===== src/rtl/linked_list_walker.sv =====
// rtl/linked_list_walker.sv - walks a linked list held in a ROM and streams each payload out
// Each entry is {next, payload}. A node limit stops the walk if the list loops back on itself.
module linked_list_walker #(
    parameter int                DATA_W    = 8,
    parameter int                PTR_W     = 4,
    parameter int                PAY_W     = DATA_W - PTR_W,
    parameter logic [PTR_W-1:0]  NULL_PTR  = {PTR_W{1'b1}},
    parameter int                MAX_NODES = 15
) (
    input  logic              clk,
    input  logic              rst,
    input  logic              start,
    input  logic [PTR_W-1:0]  head,
    output logic [PTR_W-1:0]  rom_addr,
    input  logic [DATA_W-1:0] rom_cont,
    output logic              out_valid,
    input  logic              out_ready,
    output logic [PAY_W-1:0]  out_data,
    output logic              out_last,
    output logic              busy,
    output logic              done,
    output logic              err,
    output logic [4:0]        node_count
);

    localparam logic [4:0] MAX_CNT = 5'(MAX_NODES);

    typedef enum logic {IDLE, WALK} state_t;

    state_t           state;
    logic [PTR_W-1:0] cur;
    logic [PTR_W-1:0] next_ptr;
    logic [4:0]       cnt_inc;
    logic             walking;

    assign walking    = (state == WALK);
    assign next_ptr   = rom_cont[DATA_W-1:PAY_W];
    assign cnt_inc    = node_count + 5'd1;
    assign rom_addr   = cur;
    assign busy       = walking;
    assign out_valid  = walking;
    assign out_data   = rom_cont[PAY_W-1:0];
    assign out_last   = walking && (next_ptr == NULL_PTR);

    always_ff @(posedge clk or posedge rst) begin
        if (rst) begin
            state      <= IDLE;
            cur        <= '0;
            done       <= 1'b0;
            err        <= 1'b0;
            node_count <= '0;
        end else begin
            done <= 1'b0;
            err  <= 1'b0;
            case (state)
                IDLE: begin
                    if (start) begin
                        node_count <= '0;
                        if (head != NULL_PTR) begin
                            cur   <= head;
                            state <= WALK;
                        end else begin
                            done <= 1'b1;
                        end
                    end
                end
                WALK: begin
                    // Everything holds under backpressure; the ROM keeps presenting the same node.
                    if (out_ready) begin
                        node_count <= cnt_inc;
                        if (next_ptr == NULL_PTR) begin
                            state <= IDLE;
                            done  <= 1'b1;
                        end else if (cnt_inc == MAX_CNT) begin
                            state <= IDLE;
                            err   <= 1'b1;
                        end else begin
                            cur <= next_ptr;
                        end
                    end
                end
                default: state <= IDLE;
            endcase
        end
    end

endmodule


===== config.mk =====
export PLATFORM = sky130hd
export DESIGN_NAME = linked_list_walker
export DESIGN_NICKNAME = d
export VERILOG_FILES = /design/src/rtl/linked_list_walker.sv
export SDC_FILE = /design/constraint.sdc
export NUM_CORES = 1
export LEC_CHECK = 0
export CORE_MARGIN = 2
export CORE_UTILIZATION = 35
export CTS_CLUSTER_DIAMETER = 30
export DETAILED_ROUTE_END_ITERATION = 12
export GPL_ROUTABILITY_DRIVEN = 1
export PLACE_DENSITY = 0.73
export SLEW_MARGIN = 10
export SYNTH_ARGS = -nofsm -noshare
export SYNTH_HDL_FRONTEND = slang
export SYNTH_SLANG_ARGS = --single-unit

===== constraint.sdc =====
create_clock -name clk -period 1.7 [get_ports clk]
set_clock_uncertainty 0.15 [all_clocks]
set_input_delay 0.425 -clock clk [delete_from_list [all_inputs] [get_ports clk]]
set_output_delay 0.425 -clock clk [all_outputs]
set_load 0.005 [all_outputs]

==> impl_metrics.xml <==
<?xml version="1.0" encoding="UTF-8"?>
<metrics>
  <group name="global_route">
    <metric name="grt_start_max_net_pins" unit="">13</metric>
    <metric name="grt_pass1_wl" unit="um">2840</metric>
    <metric name="global_route.overflow_total" unit="">0</metric>
    <metric name="antenna_found_initial" unit="">0</metric>
    <metric name="grt.total_usage" unit="%">15.7</metric>
    <metric name="first_global_vias" unit="">655</metric>
  </group>
  <group name="synth">
    <metric name="synth_flop_cell" unit="">sky130_fd_sc_hd__dfrtp_1</metric>
    <metric name="netlist_top_cells_count" unit="">sky130_fd_sc_hd__dfrtp_1, sky130_fd_sc_hd__nand2_1, sky130_fd_sc_hd__buf_4</metric>
    <metric name="netlist_instances" unit="">67</metric>
    <metric name="yosysSeqAreaShare" unit="%">42.2</metric>
    <metric name="post_synth.cell_area_avg" unit="sq um">10.6</metric>
    <metric name="synth_fp_nets" unit="">85</metric>
    <metric name="ys_warn_count" unit="">0</metric>
    <metric name="ys_ff_latch" unit="">12</metric>
    <metric name="yosys.cell_types.count" unit="">25</metric>
    <metric name="synth_async_sr_flop_share" unit="%">100</metric>
    <metric name="yosys-top-cells-area" unit="">sky130_fd_sc_hd__dfrtp_1, sky130_fd_sc_hd__buf_4, sky130_fd_sc_hd__mux2_1</metric>
    <metric name="synthDominantAreaCellType" unit="">sky130_fd_sc_hd__dfrtp_1</metric>
    <metric name="synth_most_common_cell" unit="">sky130_fd_sc_hd__dfrtp_1</metric>
    <metric name="number_of_enable_flip_flop_cells_after_synthesis" unit="">0</metric>
    <metric name="synth.cell_area" unit="sq um">712</metric>
    <metric name="netlist.area_leader.share" unit="%">42.2</metric>
  </group>
  <group name="placed_design">
    <metric name="gpl.final_weighted_congestion" unit="">0.808</metric>
    <metric name="post-dp-hpwl" unit="um">1360</metric>
    <metric name="dp_cells" unit="">127</metric>
    <metric name="io_buffer_count" unit="">25</metric>
  </group>
  <group name="setup_path">
    <metric name="worst_ep_required_time" unit="ns">1.71</metric>
    <metric name="nature_of_the_critical_path_endpoint" unit="">flip-flop</metric>
    <metric name="library_cell_contributing_the_largest_single_delay_on_the_critical_path" unit="">sky130_fd_sc_hd__dfrtp_2</metric>
    <metric name="timing.critical_path.cells" unit="">ha_4, xnor2_4, nor4b_4, o21ai_4, mux2_1</metric>
    <metric name="critical_path.startpoint_type" unit="">flip-flop</metric>
    <metric name="worst-path-max-fanout" unit="">4</metric>
    <metric name="arrival" unit="ns">1.85</metric>
    <metric name="max_stage_delay" unit="ns">0.45</metric>
    <metric name="timing_worst_setup_path_type" unit="">reg2reg</metric>
  </group>
  <group name="drt">
    <metric name="drc_errors_left" unit="">0</metric>
    <metric name="routed_wirelength" unit="um">1690</metric>
    <metric name="met2_wirelength" unit="um">835</metric>
    <metric name="topRoutingLayerUsed" unit="">met4</metric>
    <metric name="routed-wl-met3" unit="um">93</metric>
    <metric name="initialDrtViolationCount" unit="">6</metric>
    <metric name="first_pass_iters" unit="">4</metric>
    <metric name="wire_per_inst" unit="um">12.5</metric>
    <metric name="drt.antenna.violating_nets" unit="">0</metric>
    <metric name="viasPerCell" unit="">4.78</metric>
    <metric name="routedLengthMet1" unit="um">715</metric>
    <metric name="vias" unit="">645</metric>
  </group>
  <group name="final_layout">
    <metric name="area_delta_synth_final" unit="%">65.4</metric>
    <metric name="layout.nets" unit="">127</metric>
    <metric name="post_layout_nonfiller_instances" unit="">135</metric>
    <metric name="share_of_the_core_filled_with_cells_in_the_final_layout" unit="%">60.6</metric>
    <metric name="antennaDiodeCount" unit="">0</metric>
    <metric name="drive_above_1_share" unit="%">36.1</metric>
  </group>
  <group name="sta">
    <metric name="maximum_clock_frequency" unit="GHz">0.542</metric>
    <metric name="report.final.hold_viol_count" unit="">0</metric>
    <metric name="slew_headroom" unit="%">69.2</metric>
    <metric name="setup-violations-final" unit="">4</metric>
    <metric name="slew_viol_final" unit="">0</metric>
    <metric name="grt_setup_unrepaired" unit="">true</metric>
    <metric name="fin_crit_sh" unit="%">108</metric>
    <metric name="setup_ws" unit="ns">-0.143</metric>
    <metric name="worstMarginPinSlew" unit="ns">0.461</metric>
    <metric name="post-route-min-period" unit="ns">1.84</metric>
  </group>
  <group name="floorplan">
    <metric name="dieWidth" unit="um">49.1</metric>
    <metric name="num_rows" unit="">16</metric>
    <metric name="floorplan.initialDensity" unit="%">36.7</metric>
    <metric name="core_area" unit="sq um">1940</metric>
    <metric name="top_level_ports" unit="">34</metric>
    <metric name="fp.dieArea" unit="sq um">2410</metric>
    <metric name="floorplan.die.height" unit="um">49.1</metric>
  </group>
  <group name="run_status">
    <metric name="failed_checks" unit="">setup timing</metric>
    <metric name="run_status" unit="">complete, but fails checks</metric>
  </group>
  <group name="cts">
    <metric name="cts_made_buffers" unit="">3</metric>
    <metric name="tritoncts" unit="">done</metric>
    <metric name="cts_max_level" unit="">1</metric>
    <metric name="max-clock-path-buffers" unit="">2</metric>
    <metric name="clock_tree.root_cell" unit="">sky130_fd_sc_hd__clkbuf_4</metric>
    <metric name="postCtsHoldBufs" unit="">0</metric>
    <metric name="clk_pin_slew" unit="ns">0.08</metric>
    <metric name="clk-insertion-delay-late" unit="ns">0.27</metric>
    <metric name="clock_sink_count" unit="">12</metric>
  </group>
  <group name="hold_path">
    <metric name="min_delay_worst_type" unit="">in2async</metric>
  </group>
  <group name="job">
    <metric name="drv_cap" unit="">0</metric>
  </group>
  <group name="pwr">
    <metric name="peak_vdd_ir" unit="mV">0.748</metric>
    <metric name="pwr_density_cell" unit="nW/um^2">1370</metric>
    <metric name="power.leakage" unit="nW">0.545</metric>
  </group>
</metrics>
-- final timing paths --
path	startpoint	to	slack, ns	depth (start not counted)
max reg2reg	node_count[1]$_DFFE_PP0P_	rom_addr[0]$_DFFE_PP0P_	-0.14	5
max in group asynchronous	rst	node_count[1]$_DFFE_PP0P_	0.75	2
min in group clk	rom_addr[3]$_DFFE_PP0P_	rom_addr[3]$_DFFE_PP0P_	0.34	1
min	rst	busy$_DFF_PP0_	0.31	2
min reg2reg	rom_addr[3]$_DFFE_PP0P_	rom_addr[3]$_DFFE_PP0P_	0.34	1
max	node_count[1]$_DFFE_PP0P_	rom_addr[0]$_DFFE_PP0P_	-0.14	5
-- critical path, delay by kind of cell (launching register included) --
family,cells,cell delay (ns)
DFF,1,0.45
adders and majority gates,1,0.19
xor gates and xnor gates,1,0.13
muxes,1,0.32
AOI/OAI and AO/OA,1,0.12
and+or+nand+nor,1,0.38
-- sequential cells by signal (all words and copies together) (netlist names) --
name        flops
busy            1
done            1
err             1
node_count      5
rom_addr        4
-- final cells by class --
cell class	instances	area, sq um
Clock buffer	4	36.3
Timing Repair Buffer	45	389
Fill cell	190	764
Multi-Input combinational cell	43	400
Tap cell	27	33.8
Inverter	4	15.0
Sequential cell	12	303
-- report_power, final --
part | internal [mW] | switching (mW) | leakage, nW
clock network | 0.130 | 0.0942 | 0.0210
registers | 0.393 | 0.0711 | 0.144
logic | 0.540 | 0.380 | 0.379
total | 1.06 | 0.545 | 0.545
-- routing by layer --
metal,track usage [%],vias up
met5,0,-
met4,10.0,0
met3,2.76,4
met2,26.8,25
met1,17.9,297
li1,-,319
-- placed cells by master (no fill, tap or decap), types with 3 or more instances in the layout --
cell type,Yosys,final
sky130_fd_sc_hd__clkbuf_4,0,3
sky130_fd_sc_hd__buf_4,6,18
sky130_fd_sc_hd__nand4_1,4,4
sky130_fd_sc_hd__dlygate4sd2_1,0,13
sky130_fd_sc_hd__mux2_2,4,4
sky130_fd_sc_hd__nand2_1,7,7
sky130_fd_sc_hd__xor2_1,4,3
sky130_fd_sc_hd__inv_1,3,3
sky130_fd_sc_hd__mux2_1,4,3
sky130_fd_sc_hd__dfrtp_1,12,10
sky130_fd_sc_hd__clkdlybuf4s50_1,0,8
-- cells by family (layout without fill, tap and decap cells) --
| group | after synthesis | in the layout | share of synthesized area (%) |
|---|---|---|---|
| AOI/OAI and AO/OA | 10 | 10 | 10.4 |
| xor gates and xnor gates | 5 | 5 | 6.15 |
| adders and majority gates | 2 | 2 | 3.51 |
| buffers and inverters | 12 | 53 | 9.49 |
| DFF | 12 | 12 | 42.2 |
| muxes | 8 | 8 | 12.7 |
| and+or+nand+nor | 18 | 18 | 15.6 |
-- per-stage QoR --
stage,power (mW),instance area [sq um],setup slack (ns),hold slack [ns],TNS [ns]
after floorplan,0.884,734,-0.0742,0.140,-0.297
after global placement,1.30,1090,-0.481,0.321,-2.01
after detailed placement,1.33,1090,-0.500,0.329,-2.21
after CTS,1.61,1160,-0.141,0.324,-0.551
after global routing,1.73,1180,-0.218,0.366,-0.896
final,1.61,1180,-0.143,0.307,-0.549
-- what timing repair did --
item / CTS / global route
setup buffers: 4 / 0
endpoints found under the setup margin: 16 / 9
resized for setup: 24 / 5
pin swaps: 5 / 4
(Power assumes the default switching activity.)
